`src/rtl/mem_burst_if.sv`:
```
// Bundle of command, write-stream, read-stream and memory-pin signals around mem_burst_ctrl.
// slave = the burst controller itself, master = the surrounding system/memory.
interface mem_burst_if #(
    parameter int DATA_W = 32,
    parameter int ADDR_W = 8,
    parameter int LEN_W  = 6
) ();
    logic              start;
    logic              rw;
    logic [ADDR_W-1:0] base_addr;
    logic [LEN_W-1:0]  len;
    logic              busy;
    logic              done;
    logic              err;
    logic [DATA_W-1:0] wr_data;
    logic              wr_valid;
    logic              wr_ready;
    logic [DATA_W-1:0] rd_data;
    logic              rd_valid;
    logic              mem_cen;
    logic              mem_wen;
    logic [ADDR_W-1:0] mem_addr;
    logic [DATA_W-1:0] mem_din;
    logic [DATA_W-1:0] mem_dout;

    modport slave (
        input  start, rw, base_addr, len, wr_data, wr_valid, mem_dout,
        output busy, done, err, wr_ready, rd_data, rd_valid,
        output mem_cen, mem_wen, mem_addr, mem_din
    );

    modport master (
        output start, rw, base_addr, len, wr_data, wr_valid, mem_dout,
        input  busy, done, err, wr_ready, rd_data, rd_valid,
        input  mem_cen, mem_wen, mem_addr, mem_din
    );
endinterface

```
`src/rtl/mem_burst_ctrl.sv`:
```
// Burst sequencer: turns one (rw, base, len) command into single-word accesses on a sync memory.
// Optional macro BOUND_CHECK_EN rejects bursts that would run past DEPTH instead of wrapping.
module mem_burst_ctrl #(
    parameter int DATA_W = 32,
    parameter int ADDR_W = 8,
    parameter int DEPTH  = 32,
    parameter int LEN_W  = 6
) (
    input  logic     clk,
    input  logic     reset_n,
    mem_burst_if.slave bus
);
    typedef enum logic [1:0] {IDLE, WRITE, READ, DONE} state_t;

    localparam logic [LEN_W:0]  LEN_DEPTH  = (LEN_W+1)'(DEPTH);
    localparam logic [ADDR_W:0] ADDR_DEPTH = (ADDR_W+1)'(DEPTH);

    state_t            state_q, state_d;
    logic [LEN_W-1:0]  idx_q, idx_d;
    logic [LEN_W-1:0]  len_q, len_d;
    logic [ADDR_W-1:0] base_q, base_d;
    logic              err_q, err_d;
    logic              mem_cen_q, mem_cen_d;
    logic              mem_wen_q, mem_wen_d;
    logic [ADDR_W-1:0] mem_addr_q, mem_addr_d;
    logic [DATA_W-1:0] mem_din_q, mem_din_d;
    logic              rd_valid_q, rd_valid_d;
    logic              too_long, out_of_range;

    function automatic logic [ADDR_W-1:0] word_addr(input logic [ADDR_W-1:0] base,
                                                    input logic [LEN_W-1:0]  idx);
        logic [ADDR_W:0] sum;
        sum = {1'b0, base} + (ADDR_W+1)'(idx);
`ifdef BOUND_CHECK_EN
        return sum[ADDR_W-1:0];
`else
        sum = sum % ADDR_DEPTH;
        return sum[ADDR_W-1:0];
`endif
    endfunction

    assign too_long = {1'b0, bus.len} > LEN_DEPTH;
`ifdef BOUND_CHECK_EN
    assign out_of_range = ({1'b0, bus.base_addr} >= ADDR_DEPTH) ||
                          (({1'b0, bus.base_addr} + (ADDR_W+1)'(bus.len)) > ADDR_DEPTH);
`else
    assign out_of_range = 1'b0;
`endif

    // NOTE: every signal gets a default before the case so no path can infer a latch.
    always_comb begin
        state_d    = state_q;
        idx_d      = idx_q;
        len_d      = len_q;
        base_d     = base_q;
        err_d      = err_q;
        mem_cen_d  = 1'b0;
        mem_wen_d  = 1'b0;
        mem_addr_d = mem_addr_q;
        mem_din_d  = mem_din_q;
        // Memory output is valid one edge after a read was issued.
        rd_valid_d = mem_cen_q & ~mem_wen_q;

        unique case (state_q)
            IDLE: if (bus.start) begin
                base_d = bus.base_addr;
                len_d  = bus.len;
                idx_d  = '0;
                err_d  = 1'b0;
                if (bus.len == '0) begin
                    state_d = DONE;
                end else if (too_long || out_of_range) begin
                    state_d = DONE;
                    err_d   = 1'b1;
                end else if (bus.rw) begin
                    state_d = WRITE;
                end else begin
                    state_d    = READ;
                    mem_cen_d  = 1'b1;
                    mem_addr_d = word_addr(bus.base_addr, '0);
                end
            end
            WRITE: if (bus.wr_valid) begin
                mem_cen_d  = 1'b1;
                mem_wen_d  = 1'b1;
                mem_addr_d = word_addr(base_q, idx_q);
                mem_din_d  = bus.wr_data;
                idx_d      = idx_q + LEN_W'(1);
                if (idx_q + LEN_W'(1) == len_q) state_d = DONE;
            end
            READ: begin
                // idx_q is the word whose address is currently on mem_addr.
                if (idx_q + LEN_W'(1) < len_q) begin
                    idx_d      = idx_q + LEN_W'(1);
                    mem_cen_d  = 1'b1;
                    mem_addr_d = word_addr(base_q, idx_q + LEN_W'(1));
                end else begin
                    state_d = DONE;
                end
            end
            DONE: state_d = IDLE;
            default: state_d = IDLE;
        endcase
    end

    // NOTE: state registers use non-blocking assignments; reset is synchronous, sampled on the edge.
    always_ff @(posedge clk) begin
        if (!reset_n) begin
            state_q    <= IDLE;
            idx_q      <= '0;
            len_q      <= '0;
            base_q     <= '0;
            err_q      <= 1'b0;
            mem_cen_q  <= 1'b0;
            mem_wen_q  <= 1'b0;
            mem_addr_q <= '0;
            mem_din_q  <= '0;
            rd_valid_q <= 1'b0;
        end else begin
            state_q    <= state_d;
            idx_q      <= idx_d;
            len_q      <= len_d;
            base_q     <= base_d;
            err_q      <= err_d;
            mem_cen_q  <= mem_cen_d;
            mem_wen_q  <= mem_wen_d;
            mem_addr_q <= mem_addr_d;
            mem_din_q  <= mem_din_d;
            rd_valid_q <= rd_valid_d;
        end
    end

    assign bus.busy     = (state_q != IDLE);
    assign bus.done     = (state_q == DONE);
    assign bus.err      = (state_q == DONE) && err_q;
    assign bus.wr_ready = (state_q == WRITE);
    assign bus.rd_data  = bus.mem_dout;
    assign bus.rd_valid = rd_valid_q;
    assign bus.mem_cen  = mem_cen_q;
    assign bus.mem_wen  = mem_wen_q;
    assign bus.mem_addr = mem_addr_q;
    assign bus.mem_din  = mem_din_q;
endmodule

```
`src/flat_wrapper.sv`:
```
// flat-port wrapper written by rule: the top's interface ports become plain ports
module mem_burst_ctrl_flat 
#(
    parameter int DATA_W = 32,
    parameter int ADDR_W = 8,
    parameter int DEPTH  = 32,
    parameter int LEN_W  = 6
)
  (clk, reset_n, bus_start, bus_rw, bus_base_addr, bus_len, bus_wr_data, bus_wr_valid, bus_mem_dout, bus_busy, bus_done, bus_err, bus_wr_ready, bus_rd_data, bus_rd_valid, bus_mem_cen, bus_mem_wen, bus_mem_addr, bus_mem_din);
  mem_burst_if #(.DATA_W(DATA_W), .ADDR_W(ADDR_W), .LEN_W(LEN_W)) bus_i ();
  input  logic clk;
  input  logic reset_n;
  input wire logic [$bits(bus_i.start)-1:0] bus_start;
  input wire logic [$bits(bus_i.rw)-1:0] bus_rw;
  input wire logic [$bits(bus_i.base_addr)-1:0] bus_base_addr;
  input wire logic [$bits(bus_i.len)-1:0] bus_len;
  input wire logic [$bits(bus_i.wr_data)-1:0] bus_wr_data;
  input wire logic [$bits(bus_i.wr_valid)-1:0] bus_wr_valid;
  input wire logic [$bits(bus_i.mem_dout)-1:0] bus_mem_dout;
  output wire logic [$bits(bus_i.busy)-1:0] bus_busy;
  output wire logic [$bits(bus_i.done)-1:0] bus_done;
  output wire logic [$bits(bus_i.err)-1:0] bus_err;
  output wire logic [$bits(bus_i.wr_ready)-1:0] bus_wr_ready;
  output wire logic [$bits(bus_i.rd_data)-1:0] bus_rd_data;
  output wire logic [$bits(bus_i.rd_valid)-1:0] bus_rd_valid;
  output wire logic [$bits(bus_i.mem_cen)-1:0] bus_mem_cen;
  output wire logic [$bits(bus_i.mem_wen)-1:0] bus_mem_wen;
  output wire logic [$bits(bus_i.mem_addr)-1:0] bus_mem_addr;
  output wire logic [$bits(bus_i.mem_din)-1:0] bus_mem_din;
  assign bus_i.start = bus_start;
  assign bus_i.rw = bus_rw;
  assign bus_i.base_addr = bus_base_addr;
  assign bus_i.len = bus_len;
  assign bus_i.wr_data = bus_wr_data;
  assign bus_i.wr_valid = bus_wr_valid;
  assign bus_i.mem_dout = bus_mem_dout;
  assign bus_busy = bus_i.busy;
  assign bus_done = bus_i.done;
  assign bus_err = bus_i.err;
  assign bus_wr_ready = bus_i.wr_ready;
  assign bus_rd_data = bus_i.rd_data;
  assign bus_rd_valid = bus_i.rd_valid;
  assign bus_mem_cen = bus_i.mem_cen;
  assign bus_mem_wen = bus_i.mem_wen;
  assign bus_mem_addr = bus_i.mem_addr;
  assign bus_mem_din = bus_i.mem_din;
  mem_burst_ctrl #(.DATA_W(DATA_W), .ADDR_W(ADDR_W), .DEPTH(DEPTH), .LEN_W(LEN_W)) u_core (.clk(clk), .reset_n(reset_n), .bus(bus_i));
endmodule
```
`config.mk`:
```
export PLATFORM = sky130hd
export DESIGN_NAME = mem_burst_ctrl_flat
export DESIGN_NICKNAME = d
export VERILOG_FILES = /design/src/rtl/mem_burst_if.sv /design/src/rtl/mem_burst_ctrl.sv /design/src/flat_wrapper.sv
export SDC_FILE = /design/constraint.sdc
export NUM_CORES = 1
export LEC_CHECK = 0
export BUFFER_PORTS_ARGS = -buffer_cell sky130_fd_sc_hd__clkbuf_2
export CAP_MARGIN = 20
export CORE_UTILIZATION = 49
export CTS_CLUSTER_SIZE = 20
export DETAILED_ROUTE_END_ITERATION = 7
export PLACE_DENSITY_LB_ADDON = 0.25
export SYNTH_ARGS = -nofsm -noshare
export SYNTH_HDL_FRONTEND = slang
export SYNTH_SLANG_ARGS = --single-unit
```
`constraint.sdc`:
```
create_clock -name clk -period 4.9 [get_ports clk]
set_input_delay 0.49 -clock clk [delete_from_list [all_inputs] [get_ports clk]]
set_output_delay 0.49 -clock clk [all_outputs]
set_load 0.02 [all_outputs]
```
==> results of run 1 <==
worst max-delay path by stage:
stage,cells past startpoint,to,slack [ns]
after floorplan,11,u_core.bus.mem_addr[4],2.63
after global placement,9,u_core.bus.mem_addr[2],1.97
after detailed placement,9,u_core.bus.mem_addr[2],1.98
after CTS,9,u_core.bus.mem_addr[2],1.96
after global routing,9,u_core.bus.mem_addr[2],1.72
final,9,u_core.bus.mem_addr[2],1.93
placed cells by master, fill, tap and decap left out, types with 2 or more instances in the layout:
master | synthesis | routed
xnor2_1 | 9 | 9
a32o_1 | 2 | 2
nand3_1 | 7 | 7
a31oi_1 | 4 | 4
nand2_1 | 102 | 102
mux2i_1 | 7 | 7
inv_1 | 10 | 10
dfxtp_1 | 60 | 60
a211oi_2 | 4 | 4
ha_1 | 15 | 15
clkbuf_8 | 1 | 10
nor3_1 | 3 | 3
nand4b_1 | 2 | 2
a21oi_1 | 52 | 52
and2_1 | 3 | 3
a21o_1 | 3 | 3
buf_16 | 0 | 2
clkinvlp_4 | 0 | 2
nand4_1 | 6 | 6
nor2_1 | 6 | 6
conb_1 | 1 | 3
and3_1 | 2 | 2
inv_2 | 2 | 2
o21ai_0 | 6 | 6
xor2_1 | 4 | 4
clkbuf_2 | 0 | 91
worst max-delay path, cell delays in order, from the launching register on:
cell	delay [ns]
dfxtp_1	0.47
and3_1	0.21
nand3_1	0.09
xnor2_1	0.24
ha_1	0.31
a21oi_2	0.14
inv_1	0.08
o31ai_2	0.72
and3_1	0.43
mux2i_1	0.21
area by class of cell:
class,instances,area [µm²],share of cell area
clock buffers,11,141,0.0399
multi-input cells,256,1500,0.422
flip-flops and latches,60,1200,0.339
inverters,12,45.0,0.0127
clock inverters,4,50.0,0.0141
repair buffers,94,518,0.146
well taps,75,93.8,0.0265
cells in the mapped netlist (7+ instances only):
| library cell | number | area (µm²) |
|---|---|---|
| clkbuf_1 | 9 | 33.8 |
| ha_1 | 15 | 188 |
| dfxtp_1 | 60 | 1200 |
| buf_4 | 36 | 270 |
| nand2_1 | 102 | 383 |
| a21oi_1 | 52 | 260 |
| mux2i_1 | 7 | 70.1 |
| xnor2_1 | 9 | 78.8 |
| inv_1 | 10 | 37.5 |
| nand3_1 | 7 | 35.0 |
state kept, by name, summed over array words and instances (netlist names):
signal	count
u_core.len_q	6
u_core.err_q	1
u_core.bus.mem_addr	5
u_core.bus.mem_cen	1
u_core.idx_q	6
u_core.state_q	2
u_core.bus.mem_wen	1
u_core.bus.rd_valid	1
u_core.base_q	5
u_core.bus.mem_din	32
layer usage:
layer / track usage / vias to the layer above
li1: - / 1344
met1: 0.261 / 1227
met2: 0.343 / 94
met3: 0.0622 / 16
met4: 0.100 / 0
met5: 0 / -
through the flow:
| step | setup slack (ns) | power [W] | instance area, µm² | hold WS [ns] | std cells |
|---|---|---|---|---|---|
| 2_1_floorplan | 2.63 | 0.00115 | 3130 | 0.427 | 385 |
| 3_3_place_gp | 1.97 | 0.00124 | 3300 | 0.405 | 495 |
| 3_5_place_dp | 1.98 | 0.00125 | 3300 | 0.404 | 495 |
| 4_1_cts | 1.96 | 0.00169 | 3490 | 0.371 | 510 |
| 5_1_grt | 1.72 | 0.00180 | 3550 | 0.375 | 512 |
| 6_report | 1.93 | 0.00169 | 3550 | 0.379 | 512 |
cell families after synthesis:
group | after synthesis
simple gates | 137
buf+inv | 69
fa+ha+maj | 16
other cells | 1
flops | 60
compound gates | 79
mux | 8
xor+xnor | 13
power groups by stage:
| stage | Clock (W) | Sequential [W] | Combinational (W) |
|---|---|---|---|
| CTS | 0.000444 | 0.000614 | 0.000629 |
| detailed placement | 0 | 0.000624 | 0.000626 |
| finish | 0.000438 | 0.000614 | 0.000643 |
| floorplan | 0 | 0.000677 | 0.000472 |
| global route | 0.000462 | 0.000624 | 0.000709 |
| global placement | 0 | 0.000623 | 0.000614 |
==> results.md, run 1 <==
* Outcome: finished clean
* CP Max Fanout at 11
* # IOs at 162
* Largest family of logic cells by synthesized area: simple AND/OR/NAND/NOR gates
* Crit path launch: u_core.idx_q[2]
* Port Buf Inserts at 91
* TritonCTS Buffers at 9
* Die height at 81.8 µm
* Post-CTS Setup Inserts at 0
* Crit path DAT at 3.23 ns
* Worst Tran Pin Value at 0.969 ns
* Crit. End Element: flip-flop
* Mapped Cells at 383
* CTS tree: built
* Worst Hold Endpoint: u_core.bus.mem_din[7]
* Final setup vio count at 0
* Global-route usage over all layers at 0.214
* Met3 wire len at 507 µm
* Count of cells resized by post-cts repair at 0
* Max Fclk at 0.337 GHz
* Hold-fix buffers, CTS at 0
* R2r setup slk at 1.93 ns
* WL per Instance at 13.4 µm
* PD cells at 478 nW/µm²
* Area Overhead vs Synth at 13.6%
* Primary FF master, synth: dfxtp_1
* Synthesis Warnings at 0
* Vias in the first global route at 2502
* Initial antenna violation count at 0
* Compound-Gate Fraction of Synth Area at 0.158
* Max_cap viols at 0
* Post-Synth Adder-Cell Area at 0.0665
* Psw at 0.000642 W
* Fin. max-slew vios at 0
* Routability cong. at 0.789
* Initial core utilization at 0.518
* Post-synth EDFFs at 0
* H-tree depth at 3
* Worst rel slew slack at 0.353
* Cell internal pwr at 0.00105 W
* Mux share of post-synthesis cell area at 0.0261
* Worst clock skew at 0.00656 ns
* Clk pwr share at 0.258
* Full die area at 6690 µm²
* Maximum VDD drop at 0.279 mV
* Top routing layer used: met4
* FF-to-FF End: u_core.bus.mem_addr[2]
* FILL cells at 563
* Max clock buf depth at 2
* Post-route ant nets at 0
* DR WL met2 at 3300 µm
* Worst Setup Start Kind: flip-flop
* Fraction of layout cells with a size suffix above 1 at 0.284
* CP Class: reg2reg
* Seq pwr share at 0.362
* Routed via count at 2681
* Post-route DRC at 0
* Tcrit/Tclk final at 0.606
* FF-to-FF Start: u_core.idx_q[2]
* Library cells used by synthesis at 44
* Worst path required time at 5.16 ns
* Final WL at 6870 µm
* Net Sw Frac at 0.379
* Synthesized area at 3120 µm²
* Final net count at 532
* Setup_tns at 0 ns
* DR iter-0 viols at 158
* Reg2reg path depth at 9
* Post-synthesis sequential area ratio at 0.385
* # clock sinks at 60
* Post-DP HPWL at 4830 µm
* Leakage dissipation at 1.59 nW
* Ys async rst share at 0
* Largest net degree at the start of global routing at 55
* M1 WL at 2900 µm
* Reg clk slew, reported paths at 0.07 ns
* Clock Latency Late Sink at 0.33 ns
* Worst Hold Class: in2reg
* Hold depth at 3
* Die width at 81.8 µm
* Hold path startpoint: bus_wr_data[7]
* FP Rows at 28
* Post-Synth Simple-Gate Area at 0.190
* Clock root cell: clkbuf_8
* Clock period minus worst slack at 2.97 ns
* Gr ovfl total at 0
* DR pass1 iterations at 4
* Xor/xnor share of the synthesized area at 0.0365
* First-pass GRT wire length at 10900 µm
* Combinational power share at 0.380
* #FFs+latches synth at 60
* N_diodes at 0
* Syn avg cell area at 8.15 µm²
* Utilization after layout at 0.589
* Via density at 5.24
* Hold Fails Final Rpt at 0
* Core area at 6030 µm²
* RSZ-0062 raised after global routing: no
Note: power is estimated with default switching activity, not from simulation.
==> run 2: changes to the inputs <==
--- a/config.mk
+++ b/config.mk
@@ -7,7 +7,7 @@
 export LEC_CHECK = 0
 export BUFFER_PORTS_ARGS = -buffer_cell sky130_fd_sc_hd__clkbuf_2
 export CAP_MARGIN = 20
-export CORE_UTILIZATION = 49
+export CORE_UTILIZATION = 41
 export CTS_CLUSTER_SIZE = 20
 export DETAILED_ROUTE_END_ITERATION = 7
 export PLACE_DENSITY_LB_ADDON = 0.25
==> constraint.sdc (replaced) <==
create_clock -name clk -period 2.4 [get_ports clk]
set_input_delay 0.24 -clock clk [delete_from_list [all_inputs] [get_ports clk]]
set_output_delay 0.24 -clock clk [all_outputs]
set_load 0.02 [all_outputs]
==> run 2 against run 1 <==
  * Clock-buffer cell count down 2
  * Power up 120%
  * Flip-flop and latch count unchanged
  * Global-route usage down 2.2 points
  * Sequential power up 110%
  * Maximum frequency up 31%
  * Critical path depth unchanged
  * Via count up 2.2%
  * Register-to-register slack worse by 1.8 ns
  * Critical endpoint is now u_core.bus.mem_addr[4]
  * Largest cell class unchanged
  * Largest power group unchanged
  * Highest routed layer unchanged
==> results.md, run 2 (synthesized netlist as in run 1, its figures left out) <==
* Clock root cell: clkbuf_8 (unchanged)
* Die height at 89.3 µm (was 81.8 µm)
* H-tree depth at 3 (unchanged)
* Post-DP HPWL at 5270 µm (was 4830 µm)
* Initial antenna violation count at 0 (unchanged)
* TritonCTS Buffers at 9 (unchanged)
* Worst Hold Class: in2reg (unchanged)
* CP Class: reg2reg (unchanged)
* Setup_tns at 0 ns (unchanged)
* Post-route non-filler standard cell count at 552 (was 512)
* Max Fclk at 0.443 GHz (was 0.337 GHz)
* Fin. max-slew vios at 0 (unchanged)
* Hold Fails Final Rpt at 0 (unchanged)
* Final WL at 7220 µm (was 6870 µm)
* M1 WL at 3290 µm (was 2900 µm)
* DR WL met2 at 3330 µm (was 3300 µm)
* Area Overhead vs Synth at 20.1% (was 13.6%)
* First-pass GRT wire length at 11600 µm (was 10900 µm)
* # IOs at 162 (unchanged)
* Number of flip-flops in the largest register at 32 (unchanged)
* Worst path required time at 2.66 ns (was 5.16 ns)
* Worst Tran Pin Value at 0.549 ns (was 0.969 ns)
* Outcome: finished clean (unchanged)
* Commonest non-fill, non-tap cell in the layout: nand2_1 (unchanged)
* Routed via count at 2741 (was 2681)
* Fraction of layout cells with a size suffix above 1 at 0.336 (was 0.284)
* Largest net degree at the start of global routing at 34 (was 55)
* Dpl cells at 534 (was 495)
* RSZ-0062 raised after global routing: no (unchanged)
* Gr ovfl total at 0 (unchanged)
* CTS tree: built (unchanged)
* Die width at 89.3 µm (was 81.8 µm)
* Port Buf Inserts at 91 (unchanged)
* Met3 wire len at 497 µm (was 507 µm)
* # clock sinks at 60 (unchanged)
* Worst rel slew slack at 0.634 (was 0.353)
* CP Max Fanout at 3 (was 11)
* Most frequent cells in the layout: 102 x nand2_1, 91 x clkbuf_2, 57 x dfxtp_1, 50 x a21oi_1, 17 x buf_4 (was 102 x nand2_1, 91 x clkbuf_2, 60 x dfxtp_1, 52 x a21oi_1, 15 x ha_1)
* Leakage dissipation at 1.67 nW (was 1.59 nW)
* Post-route DRC at 0 (unchanged)
* Clock period minus worst slack at 2.26 ns (was 2.97 ns)
* Routability cong. at 0.887 (was 0.789)
* Worst Setup Start Kind: flip-flop (unchanged)
* Initial core utilization at 0.428 (was 0.518)
* FP Rows at 31 (was 28)
* Clock Latency Late Sink at 0.34 ns (was 0.33 ns)
* Top routing layer used: met4 (unchanged)
* Max clock buf depth at 2 (unchanged)
* Maximum VDD drop at 0.393 mV (was 0.279 mV)
* Hold-fix buffers, CTS at 0 (unchanged)
* Core area at 7290 µm² (was 6030 µm²)
* Crit path DAT at 2.52 ns (was 3.23 ns)
* Max_cap viols at 0 (unchanged)
* PD cells at 980 nW/µm² (was 478 nW/µm²)
* Tcrit/Tclk final at 0.941 (was 0.606)
* Reg clk slew, reported paths at 0.07 ns (about the same)
* WL per Instance at 13.1 µm (was 13.4 µm)
* N_diodes at 0 (unchanged)
* Full die area at 7970 µm² (was 6690 µm²)
* DR iter-0 viols at 128 (was 158)
* Vias in the first global route at 2518 (was 2502)
* Crit. End Element: flip-flop (unchanged)
* Global-route usage over all layers at 0.192 (was 0.214)
* Final net count at 547 (was 532)
* Worst clock skew at 0.00516 ns (was 0.00656 ns)
* Via density at 4.97 (was 5.24)
* DR pass1 iterations at 4 (unchanged)
* Post-route ant nets at 0 (unchanged)
* Final setup vio count at 0 (unchanged)
==> run 2: cell types whose count changed in the layout (fill, tap and decap cells not counted), sizes merged <==
cell / before / now
bufinv: 1 / 2
clkinv: 1 / 4
clkbuf: 102 / 100
clkinvlp: 2 / 1
buf: 3 / 18
==> run 2: final timing paths <==
kind,start,to,slack [ns],cells past startpoint
worst max-delay path,u_core.state_q[0],u_core.bus.mem_addr[4],0.14,9
worst min-delay path,bus_wr_data[10],u_core.bus.mem_din[10],0.11,3
worst max register to register,u_core.state_q[0],u_core.bus.mem_addr[4],0.14,9
worst min register to register,u_core.bus.mem_wen,u_core.bus.rd_valid,0.42,1
==> run 2: metrics by stage <==
step                      hold slack [ns]  instance area, µm²  worst slack, ns  total power, W  utilization
after detailed placement            0.416                3440          0.00726         0.00264        0.472
after global routing                0.101                3750          0.00872         0.00393        0.514
after global placement              0.412                3440           0.0737         0.00262        0.472
final                               0.113                3750            0.141         0.00367        0.514
after floorplan                     0.376                3130            0.127         0.00235            -
after CTS                          0.0975                3670           0.0379         0.00365        0.503
==> run 2: routing by layer <==
metal / global-route usage / vias to the layer above
met2: 0.303 / 81
met1: 0.246 / 1271
met3: 0.0674 / 10
li1: - / 1379
met5: 0 / -
met4: 0.0592 / 0
==> run 2: report_power, final <==
part | total, W | switching, W | internal (W)
logic | 0.00142 | 0.000866 | 0.000550
registers | 0.00126 | 0.000103 | 0.00116
clock network | 0.000995 | 0.000415 | 0.000580
total | 0.00367 | 0.00138 | 0.00229
==> run 2: final cells by class <==
cell class	instances	area (µm²)
inverter	12	45.0
tap	99	124
timing repair buffer	109	588
fill	740	3540
multi-input combinational	256	1570
sequential	60	1210
clock buffer	9	124
clock inverter	7	91.3
==> run 2: worst max-delay path, cell delays in order, from the launching register on <==
cell and delay (ns):
dfxtp_1 0.31, inv_1 0.11, ha_4 0.17, mux2_2 0.36, fa_1 0.42, a21o_1 0.19
a21oi_2 0.16, xnor2_1 0.13, mux2i_1 0.10, a211oi_2 0.23
==> run 2: what timing repair did <==
action | CTS | global route
resized for setup | 1 | 14
setup buffers | 0 | 1
pin swaps | 0 | 2
cloned | 0 | 1
endpoints found under the setup margin | 2 | 14
==> run 3: changes to the inputs <==
--- a/config.mk
+++ b/config.mk
@@ -7,6 +7,7 @@
 export LEC_CHECK = 0
 export BUFFER_PORTS_ARGS = -buffer_cell sky130_fd_sc_hd__clkbuf_2
 export CAP_MARGIN = 20
+export CORE_ASPECT_RATIO = 0.5
 export CORE_UTILIZATION = 41
 export CTS_CLUSTER_SIZE = 20
 export DETAILED_ROUTE_END_ITERATION = 7
==> run 3 against run 2 <==
  * The run now ends with DRC left
  * Highest routed layer unchanged
  * Clock skew shrank 0.0022 ns
  * Critical path depth up 1
  * Critical path type unchanged
  * Clock power increased by 30%
  * Power rose by 9.3%
  * Combinational power rose by 4%
  * Flip-flop and latch count stayed put
  * Global-route usage down 0.24 points
  * Die area rose by 0.26%
  * Sequential share of layout area is 1.4 points lower
  * Final cell count is 0.54% higher
  * Via count is 0.33% lower
==> results.md, run 3 (synthesized netlist as in run 1, its figures left out) <==
* Crit. End Element: flip-flop (unchanged)
* Worst Tran Pin Value at 0.714 ns (was 0.549 ns)
* Number of flip-flops in the largest register at 32 (unchanged)
* Die width at 125 µm (was 89.3 µm)
* Full die area at 7990 µm² (was 7970 µm²)
* PD cells at 1030 nW/µm² (was 980 nW/µm²)
* Post-route DRC at 10 (was 0)
* CTS tree: built (unchanged)
* Post-route ant nets at 0 (unchanged)
* Tot Pwr at 0.00401 W (was 0.00367 W)
* Routability cong. at 0.820 (was 0.887)
* Max clock buf depth at 2 (unchanged)
* DR iter-0 viols at 119 (was 128)
* TritonCTS Buffers at 9 (unchanged)
* WL per Instance at 13.4 µm (was 13.1 µm)
* Tcrit/Tclk final at 0.958 (was 0.941)
* Fin. max-slew vios at 0 (unchanged)
* Maximum VDD drop at 0.536 mV (was 0.393 mV)
* Commonest non-fill, non-tap cell in the layout: nand2_1 (unchanged)
* Via density at 4.92 (was 4.97)
* Reg clk slew, reported paths at 0.05 ns (was 0.07 ns)
* Worst Hold Class: in2reg (unchanged)
* Area Overhead vs Synth at 25.0% (was 20.1%)
* Initial core utilization at 0.425 (was 0.428)
* Global-route usage over all layers at 0.189 (was 0.192)
* # clock sinks at 60 (unchanged)
* Port Buf Inserts at 91 (unchanged)
* Outcome: finished with violations (was finished clean)
* Largest net degree at the start of global routing at 40 (was 34)
* Final net count at 553 (was 547)
* DR pass1 iterations at 6 (was 4)
* Hold Fails Final Rpt at 0 (unchanged)
* Fraction of layout cells with a size suffix above 1 at 0.351 (was 0.336)
* Final setup vio count at 0 (unchanged)
* # IOs at 162 (unchanged)
* Hold-fix buffers, CTS at 0 (unchanged)
* CP Max Fanout at 4 (was 3)
* CP Class: reg2reg (unchanged)
* Multi-input gate area in the final layout at 1590 µm² (was 1570 µm²)
* Max Fclk at 0.435 GHz (was 0.443 GHz)
* Routed via count at 2732 (was 2741)
* Worst rel slew slack at 0.523 (was 0.634)
* Core area at 7350 µm² (was 7290 µm²)
* Leakage dissipation at 1.74 nW (was 1.67 nW)
* Clock Latency Late Sink at 0.33 ns (was 0.34 ns)
* First-pass GRT wire length at 11800 µm (was 11600 µm)
* Worst path required time at 2.62 ns (was 2.66 ns)
* N_diodes at 0 (unchanged)
* FP Rows at 22 (was 31)
* Post-DP HPWL at 5170 µm (was 5270 µm)
* Gr ovfl total at 0 (unchanged)
* Clock period minus worst slack at 2.30 ns (was 2.26 ns)
* Worst clock skew at 0.00295 ns (was 0.00516 ns)
* Hold slack at 0.132 ns (was 0.113 ns)
* Crit path DAT at 2.52 ns (about the same)
* Final WL at 7420 µm (was 7220 µm)
* Most frequent cells in the layout: 102 x nand2_1, 91 x clkbuf_2, 58 x dfxtp_1, 50 x a21oi_1, 23 x buf_4 (was 102 x nand2_1, 91 x clkbuf_2, 57 x dfxtp_1, 50 x a21oi_1, 17 x buf_4)
* Max_cap viols at 0 (unchanged)
* Reg area at 1200 µm² (was 1210 µm²)
* Die height at 63.7 µm (was 89.3 µm)
* Vias in the first global route at 2546 (was 2518)
* Initial antenna violation count at 0 (unchanged)
* FILL cells at 732 (was 740)
* Worst Setup Start Kind: flip-flop (unchanged)
* H-tree depth at 3 (unchanged)
* Failing checks: DRC
* Clock root cell: clkbuf_16 (was clkbuf_8)
[run 3: cell types whose count changed in the layout (fill, tap and decap cells not counted), sizes merged]
cell and delta:
buf +6, bufinv -1, clkbuf +1, clkinv -1
clkinvlp +1
[run 3: path summary, 6_finish.rpt]
check	from	end	slack, ns	cells after the start
worst max-delay path	u_core.idx_q[0]	u_core.idx_q[3]	0.1	10
worst min-delay path	bus_wr_data[12]	u_core.bus.mem_din[12]	0.13	3
worst max register to register	u_core.idx_q[0]	u_core.idx_q[3]	0.1	10
worst min register to register	u_core.bus.mem_wen	u_core.bus.rd_valid	0.41	1
[run 3: area by class of cell]
| cell class | instances | area share |
|---|---|---|
| inverter | 12 | 0.0115 |
| clock buffer | 10 | 0.0612 |
| clock inverter | 6 | 0.0163 |
| multi-input combinational | 256 | 0.408 |
| tap | 96 | 0.0308 |
| timing repair buffer | 115 | 0.164 |
| sequential | 60 | 0.308 |
[run 3: worst max-delay path: stages (launching register included)]
cell and delay, ns:
dfxtp_2 0.40, ha_4 0.16, nand3_1 0.11, xnor2_1 0.21
ha_1 0.27, nand4_1 0.13, a21oi_2 0.08, o31ai_4 0.31
buf_4 0.19, nand3_1 0.07, a32o_1 0.25
[run 3: per-layer routing]
layer | GRT usage | routed length (µm)
met1 | 0.218 | 3200
met2 | 0.314 | 3590
met3 | 0.0646 | 428
met4 | 0.101 | 197
met5 | 0 | 0
[run 3: timing repair]
action,4_1_cts,5_1_grt
setup buffers,0,1
resized for setup,0,19
endpoints found under the setup margin,0,14
[run 3: where the power goes]
part / leakage, nW / total (W) / switching, W / internal, W
clock network: 0.144 / 0.00129 / 0.000459 / 0.000828
registers: 0.489 / 0.00125 / 0.0000965 / 0.00116
logic: 1.11 / 0.00147 / 0.000880 / 0.000592
[run 3: metrics by stage]
stage          cells  setup WS (ns)  cell area (µm²)   util  TNS (ns)
2_1_floorplan    385          0.127             3130      -         0
4_1_cts          554         0.0472             3790  0.516         0
5_1_grt          555        -0.0201             3900  0.531   -0.0505
3_3_place_gp     538         0.0514             3490  0.475         0
3_5_place_dp     538         0.0662             3490  0.475         0
6_report         555         0.0999             3900  0.531         0
